==> src/rtl/flit_sink.sv <==
// flit_sink: receive-side endpoint for a single-port flit stream.
// Checks HEAD/DATA/TAIL framing per packet and keeps packet, flit and
// error counters. Optional payload toggle accumulation for switching
// activity figures is built only when FLIT_SINK_TOGGLE_EN is defined;
// otherwise toggle_acc is tied to zero.
module flit_sink #(
  parameter int DATAW = 66,
  parameter int VCHW  = 2,
  parameter int LENW  = 8
) (
  input  logic             clk,
  input  logic             rst,
  input  logic             clr,
  input  logic [DATAW-1:0] idata,
  input  logic             ivalid,
  input  logic [VCHW-1:0]  ivch,
  output logic             pkt_done,
  output logic [LENW-1:0]  last_len,
  output logic [VCHW-1:0]  last_vch,
  output logic [31:0]      pkt_cnt,
  output logic [31:0]      flit_cnt,
  output logic [15:0]      err_cnt,
  output logic [31:0]      toggle_acc
);

  localparam int PAYW = DATAW - 2;

  localparam logic [1:0] TYP_NONE = 2'b00;
  localparam logic [1:0] TYP_HEAD = 2'b01;
  localparam logic [1:0] TYP_DATA = 2'b10;
  localparam logic [1:0] TYP_TAIL = 2'b11;

  localparam logic [LENW-1:0] LEN_ZERO = {LENW{1'b0}};
  localparam logic [LENW-1:0] LEN_ONE  = {{(LENW-1){1'b0}}, 1'b1};
  localparam logic [LENW-1:0] LEN_MAX  = {LENW{1'b1}};
  localparam logic [VCHW-1:0] VCH_ZERO = {VCHW{1'b0}};
  localparam logic [15:0]     ERR_MAX  = 16'hFFFF;

  typedef enum logic {
    ST_IDLE = 1'b0,
    ST_BODY = 1'b1
  } state_t;

  state_t state_q, state_d;

  logic [1:0]      typ_s;
  logic            accept_s;
  logic            vch_mis_s;
  logic            err_s;
  logic            done_s;
  logic            restart_s;
  logic            len_inc_s;

  logic [LENW-1:0] len_q, len_d;
  logic [VCHW-1:0] cur_vch_q, cur_vch_d;
  logic [LENW-1:0] last_len_q, last_len_d;
  logic [VCHW-1:0] last_vch_q, last_vch_d;
  logic            pkt_done_q, pkt_done_d;
  logic [31:0]     pkt_cnt_q, pkt_cnt_d;
  logic [31:0]     flit_cnt_q, flit_cnt_d;
  logic [15:0]     err_cnt_q, err_cnt_d;

  assign typ_s     = idata[DATAW-1:DATAW-2];
  // A flit arriving together with clr is discarded entirely.
  assign accept_s  = ivalid & ~clr;
  assign vch_mis_s = (state_q == ST_BODY) && (ivch != cur_vch_q);

  // FSM state register
  always_ff @(posedge clk) begin
    if (rst) begin
      state_q <= ST_IDLE;
    end else begin
      state_q <= state_d;
    end
  end

  // FSM next-state logic
  always_comb begin
    state_d = state_q;
    if (clr) begin
      state_d = ST_IDLE;
    end else if (ivalid) begin
      case (state_q)
        ST_IDLE: begin
          if (typ_s == TYP_HEAD) begin
            state_d = ST_BODY;
          end else begin
            state_d = ST_IDLE;
          end
        end
        ST_BODY: begin
          case (typ_s)
            TYP_HEAD: state_d = ST_BODY;
            TYP_DATA: state_d = ST_BODY;
            TYP_TAIL: state_d = ST_IDLE;
            TYP_NONE: state_d = ST_IDLE;
            default:  state_d = ST_IDLE;
          endcase
        end
        default: state_d = ST_IDLE;
      endcase
    end else begin
      state_d = state_q;
    end
  end

  // FSM output decode: per-flit framing decisions
  always_comb begin
    err_s     = 1'b0;
    done_s    = 1'b0;
    restart_s = 1'b0;
    len_inc_s = 1'b0;
    if (accept_s) begin
      case (state_q)
        ST_IDLE: begin
          if (typ_s == TYP_HEAD) begin
            restart_s = 1'b1;
          end else begin
            err_s = 1'b1;
          end
        end
        ST_BODY: begin
          // A VC mismatch is a single error; the type is still acted upon,
          // except that a mismatched TAIL does not complete the packet.
          err_s = vch_mis_s;
          case (typ_s)
            TYP_HEAD: begin
              err_s     = 1'b1;
              restart_s = 1'b1;
            end
            TYP_DATA: len_inc_s = 1'b1;
            TYP_TAIL: done_s    = ~vch_mis_s;
            TYP_NONE: err_s     = 1'b1;
            default:  err_s     = 1'b1;
          endcase
        end
        default: err_s = 1'b0;
      endcase
    end else begin
      err_s = 1'b0;
    end
  end

  // Datapath next-state: packet length, VC tracking and counters
  always_comb begin
    len_d      = len_q;
    cur_vch_d  = cur_vch_q;
    last_len_d = last_len_q;
    last_vch_d = last_vch_q;
    pkt_done_d = 1'b0;
    pkt_cnt_d  = pkt_cnt_q;
    flit_cnt_d = flit_cnt_q;
    err_cnt_d  = err_cnt_q;
    if (clr) begin
      len_d      = LEN_ZERO;
      cur_vch_d  = VCH_ZERO;
      last_len_d = LEN_ZERO;
      last_vch_d = VCH_ZERO;
      pkt_cnt_d  = 32'd0;
      flit_cnt_d = 32'd0;
      err_cnt_d  = 16'd0;
    end else if (ivalid) begin
      flit_cnt_d = flit_cnt_q + 32'd1;
      if (err_s && (err_cnt_q != ERR_MAX)) begin
        err_cnt_d = err_cnt_q + 16'd1;
      end else begin
        err_cnt_d = err_cnt_q;
      end
      if (restart_s) begin
        len_d     = LEN_ZERO;
        cur_vch_d = ivch;
      end else if (len_inc_s && (len_q != LEN_MAX)) begin
        len_d = len_q + LEN_ONE;
      end else begin
        len_d = len_q;
      end
      if (done_s) begin
        pkt_done_d = 1'b1;
        pkt_cnt_d  = pkt_cnt_q + 32'd1;
        last_len_d = len_q;
        last_vch_d = cur_vch_q;
      end else begin
        pkt_done_d = 1'b0;
      end
    end else begin
      pkt_done_d = 1'b0;
    end
  end

  // Datapath registers
  always_ff @(posedge clk) begin
    if (rst) begin
      len_q      <= LEN_ZERO;
      cur_vch_q  <= VCH_ZERO;
      last_len_q <= LEN_ZERO;
      last_vch_q <= VCH_ZERO;
      pkt_done_q <= 1'b0;
      pkt_cnt_q  <= 32'd0;
      flit_cnt_q <= 32'd0;
      err_cnt_q  <= 16'd0;
    end else begin
      len_q      <= len_d;
      cur_vch_q  <= cur_vch_d;
      last_len_q <= last_len_d;
      last_vch_q <= last_vch_d;
      pkt_done_q <= pkt_done_d;
      pkt_cnt_q  <= pkt_cnt_d;
      flit_cnt_q <= flit_cnt_d;
      err_cnt_q  <= err_cnt_d;
    end
  end

  assign pkt_done = pkt_done_q;
  assign last_len = last_len_q;
  assign last_vch = last_vch_q;
  assign pkt_cnt  = pkt_cnt_q;
  assign flit_cnt = flit_cnt_q;
  assign err_cnt  = err_cnt_q;

`ifdef FLIT_SINK_TOGGLE_EN

  // Number of set bits in a payload word.
  function automatic logic [31:0] popcount(input logic [PAYW-1:0] v);
    logic [31:0] c;
    c = 32'd0;
    for (int i = 0; i < PAYW; i++) begin
      c = c + {31'd0, v[i]};
    end
    return c;
  endfunction

  logic [PAYW-1:0] prev_q, prev_d;
  logic            have_prev_q, have_prev_d;
  logic [31:0]     tog_q, tog_d;
  logic [32:0]     tog_sum_s;

  assign tog_sum_s = {1'b0, tog_q} + {1'b0, popcount(idata[PAYW-1:0] ^ prev_q)};

  // Toggle accumulator next-state: Hamming distance to previous payload
  always_comb begin
    prev_d      = prev_q;
    have_prev_d = have_prev_q;
    tog_d       = tog_q;
    if (clr) begin
      prev_d      = {PAYW{1'b0}};
      have_prev_d = 1'b0;
      tog_d       = 32'd0;
    end else if (ivalid) begin
      prev_d      = idata[PAYW-1:0];
      have_prev_d = 1'b1;
      if (have_prev_q) begin
        tog_d = tog_sum_s[32] ? 32'hFFFF_FFFF : tog_sum_s[31:0];
      end else begin
        tog_d = tog_q;
      end
    end else begin
      tog_d = tog_q;
    end
  end

  // Toggle accumulator registers
  always_ff @(posedge clk) begin
    if (rst) begin
      prev_q      <= {PAYW{1'b0}};
      have_prev_q <= 1'b0;
      tog_q       <= 32'd0;
    end else begin
      prev_q      <= prev_d;
      have_prev_q <= have_prev_d;
      tog_q       <= tog_d;
    end
  end

  assign toggle_acc = tog_q;

`else

  // Payload bits only feed the toggle logic, which is not built here.
  logic unused_payload_s;
  assign unused_payload_s = ^idata[PAYW-1:0];
  assign toggle_acc       = 32'h0000_0000;

`endif

endmodule

==> config.mk <==
export PLATFORM = sky130hd
export DESIGN_NAME = flit_sink
export DESIGN_NICKNAME = d
export VERILOG_FILES = /design/src/rtl/flit_sink.sv
export SDC_FILE = /design/constraint.sdc
export NUM_CORES = 1
export LEC_CHECK = 0
export ABC_AREA = 1
export ABC_CLOCK_PERIOD_IN_PS = 2650
export CAP_MARGIN = 20
export CORE_ASPECT_RATIO = 0.8
export CORE_MARGIN = 2
export CORE_UTILIZATION = 30
export DETAILED_ROUTE_END_ITERATION = 12
export MAX_ROUTING_LAYER = met4
export SLEW_MARGIN = 20
export SYNTH_ARGS = -nofsm -noshare
export SYNTH_HDL_FRONTEND = slang
export SYNTH_SLANG_ARGS = --single-unit
==> constraint.sdc <==
create_clock -name clk -period 2.65 [get_ports clk]
set_input_delay 0.265 -clock clk [delete_from_list [all_inputs] [get_ports clk]]
set_output_delay 0.265 -clock clk [all_outputs]
set_load 0.05 [all_outputs]
==> results.md <==
| Result | Value |
|---|---|
| Run status | finished, final reports clean |
| Post-layout instance count excluding filler cells | 1284 |
| Slew at the pin closest to its max-slew limit | 0.539 ns |
| Max Slew Vio Count | 0 |
| Critical-path cell list | clkdlybuf4s50_1 |
| Count of TritonRoute iterations in the first routing pass | 5 |
| Setup crit end kind | output port |
| Max Clock Freq | 506 MHz |
| Final clock period utilization by the worst path | 74.5% |
| Slowest-stage cell, CP | clkdlybuf4s50_1 |
| YS warnings | 0 |
| Sum Neg Setup Slack | 0 ns |
| Number of core rows | 46 |
| Share of post-route cells with drive strength above 1 | 7.55% |
| Average size of a mapped cell | 6.49 um^2 |
| CTS tree | yes |
| Final hold vios | 0 |
| Commonest register cell after synthesis | dfxtp_1 |
| Critical hold path startpoint | len_q[5]$_SDFFE_PP0P_ |
| Total GRT Usage | 15.7% |
| Die ar. | 21000 um^2 |
| Diode insertion count for antenna repair | 0 |
| DRT iter0 DRCs | 289 |
| Total area of multi-input combinational cells | 3340 um^2 |
| Async S/R FF share, synth | 0% |
| Normalized max-slew margin | 64.0% |
| Level count of the clock H-tree | 3 |
| Hold buffer count at cts | 0 |
| CORE AREA | 19600 um^2 |
| Effective utilization at floorplan | 30.3% |
| Reg2reg setup slack | 0.85 ns |
| Critical path launch point type | flip-flop |
| Die span in x | 161 um |
| Count of instances resized after the clock tree is built | 0 |
| CTS buffer count | 9 |
| Static leakage | 2.60 nW |
| Netlist area before placement | 5940 um^2 |
| Overall power of the completed layout | 3.07 mW |
| Final Critical Period | 1.98 ns |
| Clock transition at the register clock pins on the worst setup and hold paths after CTS | 0.07 ns |
| CTS Root Buffer Type | clkbuf_16 |
| Mapped Cells | 916 |
| Via total after detailed routing | 5736 |
| Number of nets still failing antenna checks after routing | 0 |
| Global-route wire length before repair | 25600 um |
| Maximum Capacitance Violations | 0 |
| Sequential area share after synthesis | 34.4% |
| Total of flip-flops plus latches after synthesis | 102 |
| Worst reg2reg path startpoint | err_cnt[0]$_SDFFE_PP0P_ |
| Setup violation total in the final timing report | 0 |
| Largest net degree at the start of global routing | 28 |
| Most frequent cells in the layout | nand2_1 (264), nor2_1 (142), dfxtp_1 (102), clkdlybuf4s50_1 (98), inv_1 (85) |
| Io pins | 195 |
| Synth unique cells | 36 |
| VDD IR-drop max | 0.000290 V |
| CP delay by family, top | buffers and inverters |
| Total placed cells including tap cells | 1268 |
| Number of nets in the layout | 1095 |
| Leftover overflow at the end of global routing | 0 |
| Power density over cell area | 415 nW/um^2 |
| Via count of the first global-routing pass | 4840 |
| Synthesis-to-layout area growth | 24.4% |
| Endpoint required time on the critical path | 2.38 ns |
| Worst-Skew Late Latency | 0.36 ns |
| Vias per std cell | 4.47 |
| IO buf count | 98 |
| Number of synthesized flops with an enable pin | 0 |
| Min-delay worst type | reg -> reg |
| Register area | 2040 um^2 |
| Data arrival time of the critical path | 1.71 ns |
| Setup repair after global routing missed its margin | false |
| Critical path class | reg -> out |
| Longest Clk Path Bufs | 2 |
| Global placement routability congestion | 0.912 |
| Cell count of the worst hold path | 2 |
| Max Clock Skew | 0.0112 ns |
| Number of sinks driven by the clock tree | 102 |
| Drt total wl | 15900 um |
| Layout fillers | 2068 |
| Crit path buffers/inverters | 1 |
| Y dimension of the die | 130 um |
| Top fanout value on the critical path | 6 |
| Post-route DRC | 0 |
| Most common cell after layout, fill and taps aside | nand2_1 |
| Average wire per standard cell | 12.4 um |
| Maximum cell stage delay along the critical path | 0.87 ns |
| Post-CTS Setup Inserts | 0 |
| End point of the worst hold path | len_q[5]$_SDFFE_PP0P_ |
| Dpl hpwl | 12100 um |
| Number of antenna violations at the first check in global routing | 0 |
| Number of cells on the worst reg-to-reg path | 9 |
| Endpoint of the most critical register-to-register path | err_cnt[0]$_SDFFE_PP0P_ |
==> worst register-to-register path, stage by stage, from the launching register on <==
cell and delay, ns:
dfxtp_1 0.43, ha_1 0.22, nand2_1 0.09, nor2_2 0.19
nand2_1 0.13, nor3_2 0.15, nor2_2 0.10, buf_4 0.18
o21ai_0 0.16, nor2_1 0.05
==> worst max-delay path by stage <==
stage,start,end,cells after the start
3_5_place_dp,idata[65],pkt_cnt[19]$_SDFFE_PP0P_,10
3_3_place_gp,idata[64],pkt_cnt[19]$_SDFFE_PP0P_,10
2_1_floorplan,err_cnt[0]$_SDFFE_PP0P_,err_cnt[10]$_SDFFE_PP0P_,9
4_1_cts,flit_cnt[14]$_SDFFE_PP0P_,flit_cnt[14],1
5_1_grt,idata[64],pkt_cnt[4]$_SDFFE_PP0P_,9
6_report,flit_cnt[3]$_SDFFE_PP0P_,flit_cnt[3],1
==> kinds of logic after synthesis <==
family / after synthesis / synth area share (%)
simple gates: 537 / 39.7
buf+inv: 141 / 11.6
flops: 102 / 34.4
compound gates: 100 / 8.63
xor+xnor: 27 / 3.98
fa+ha+maj: 8 / 1.68
other cells: 1 / 0.0631
==> layout make-up <==
class,count,share of cell area (%)
clock buffer,9,3.05
clock inverter,7,0.914
inverter,91,4.62
multi-input combinational,704,45.1
sequential,102,27.6
tap,264,4.47
timing repair buffer,107,14.2
==> sequential cells by signal (all words and copies together) (netlist names) <==
| register | flops |
|---|---|
| last_len | 8 |
| last_vch | 2 |
| len_q | 8 |
| state_q | 1 |
| pkt_cnt | 32 |
| pkt_done | 1 |
| err_cnt | 16 |
| cur_vch_q | 2 |
| flit_cnt | 32 |
==> synthesized netlist by cell type, types with 3 or more instances <==
library cell | n | share of area, %
inv_2 | 6 | 0.38
nand2_2 | 8 | 0.84
xnor2_1 | 7 | 1.0
xor2_1 | 20 | 2.9
buf_2 | 3 | 0.25
nor3_1 | 12 | 1.0
nand2_1 | 264 | 17
ha_1 | 8 | 1.7
buf_4 | 35 | 4.4
nor3_2 | 6 | 1.0
nor2_2 | 18 | 1.9
nand3_1 | 54 | 4.5
inv_1 | 85 | 5.4
nor2_1 | 142 | 9.0
o21ai_0 | 30 | 2.5
clkbuf_1 | 8 | 0.51
a21oi_1 | 63 | 5.3
nand4_1 | 16 | 1.7
nand2_4 | 4 | 0.76
buf_6 | 3 | 0.57
dfxtp_1 | 102 | 34
nor2_4 | 5 | 0.95
==> power breakdown <==
part	total [mW]	internal, mW	switching [mW]
Clock	1.32	0.662	0.661
Sequential	1.54	1.53	0.00320
Combinational	0.208	0.0341	0.174
Total	3.07	2.23	0.838
==> through the flow <==
stage               setup slack [ns]  cell area (um^2)  utilization (%)  hold WS (ns)
floorplan                      0.764              6060                -         0.337
global placement               0.414              7100             36.2         0.448
detailed placement             0.402              7100             36.2         0.450
CTS                            0.648              7390             37.7         0.461
global route                   0.567              7390             37.7         0.486
finish                         0.675              7390             37.7         0.457
==> routing by layer <==
layer | global-route usage, % | vias up | routed length, um
li1 | - | 3026 | -
met3 | 3.12 | 10 | 738
met5 | - | - | 0
met2 | 22.5 | 139 | 6670
met1 | 22.8 | 2561 | 8310
met4 | 3.57 | 0 | 140
Note: power is estimated with default switching activity, not from simulation.
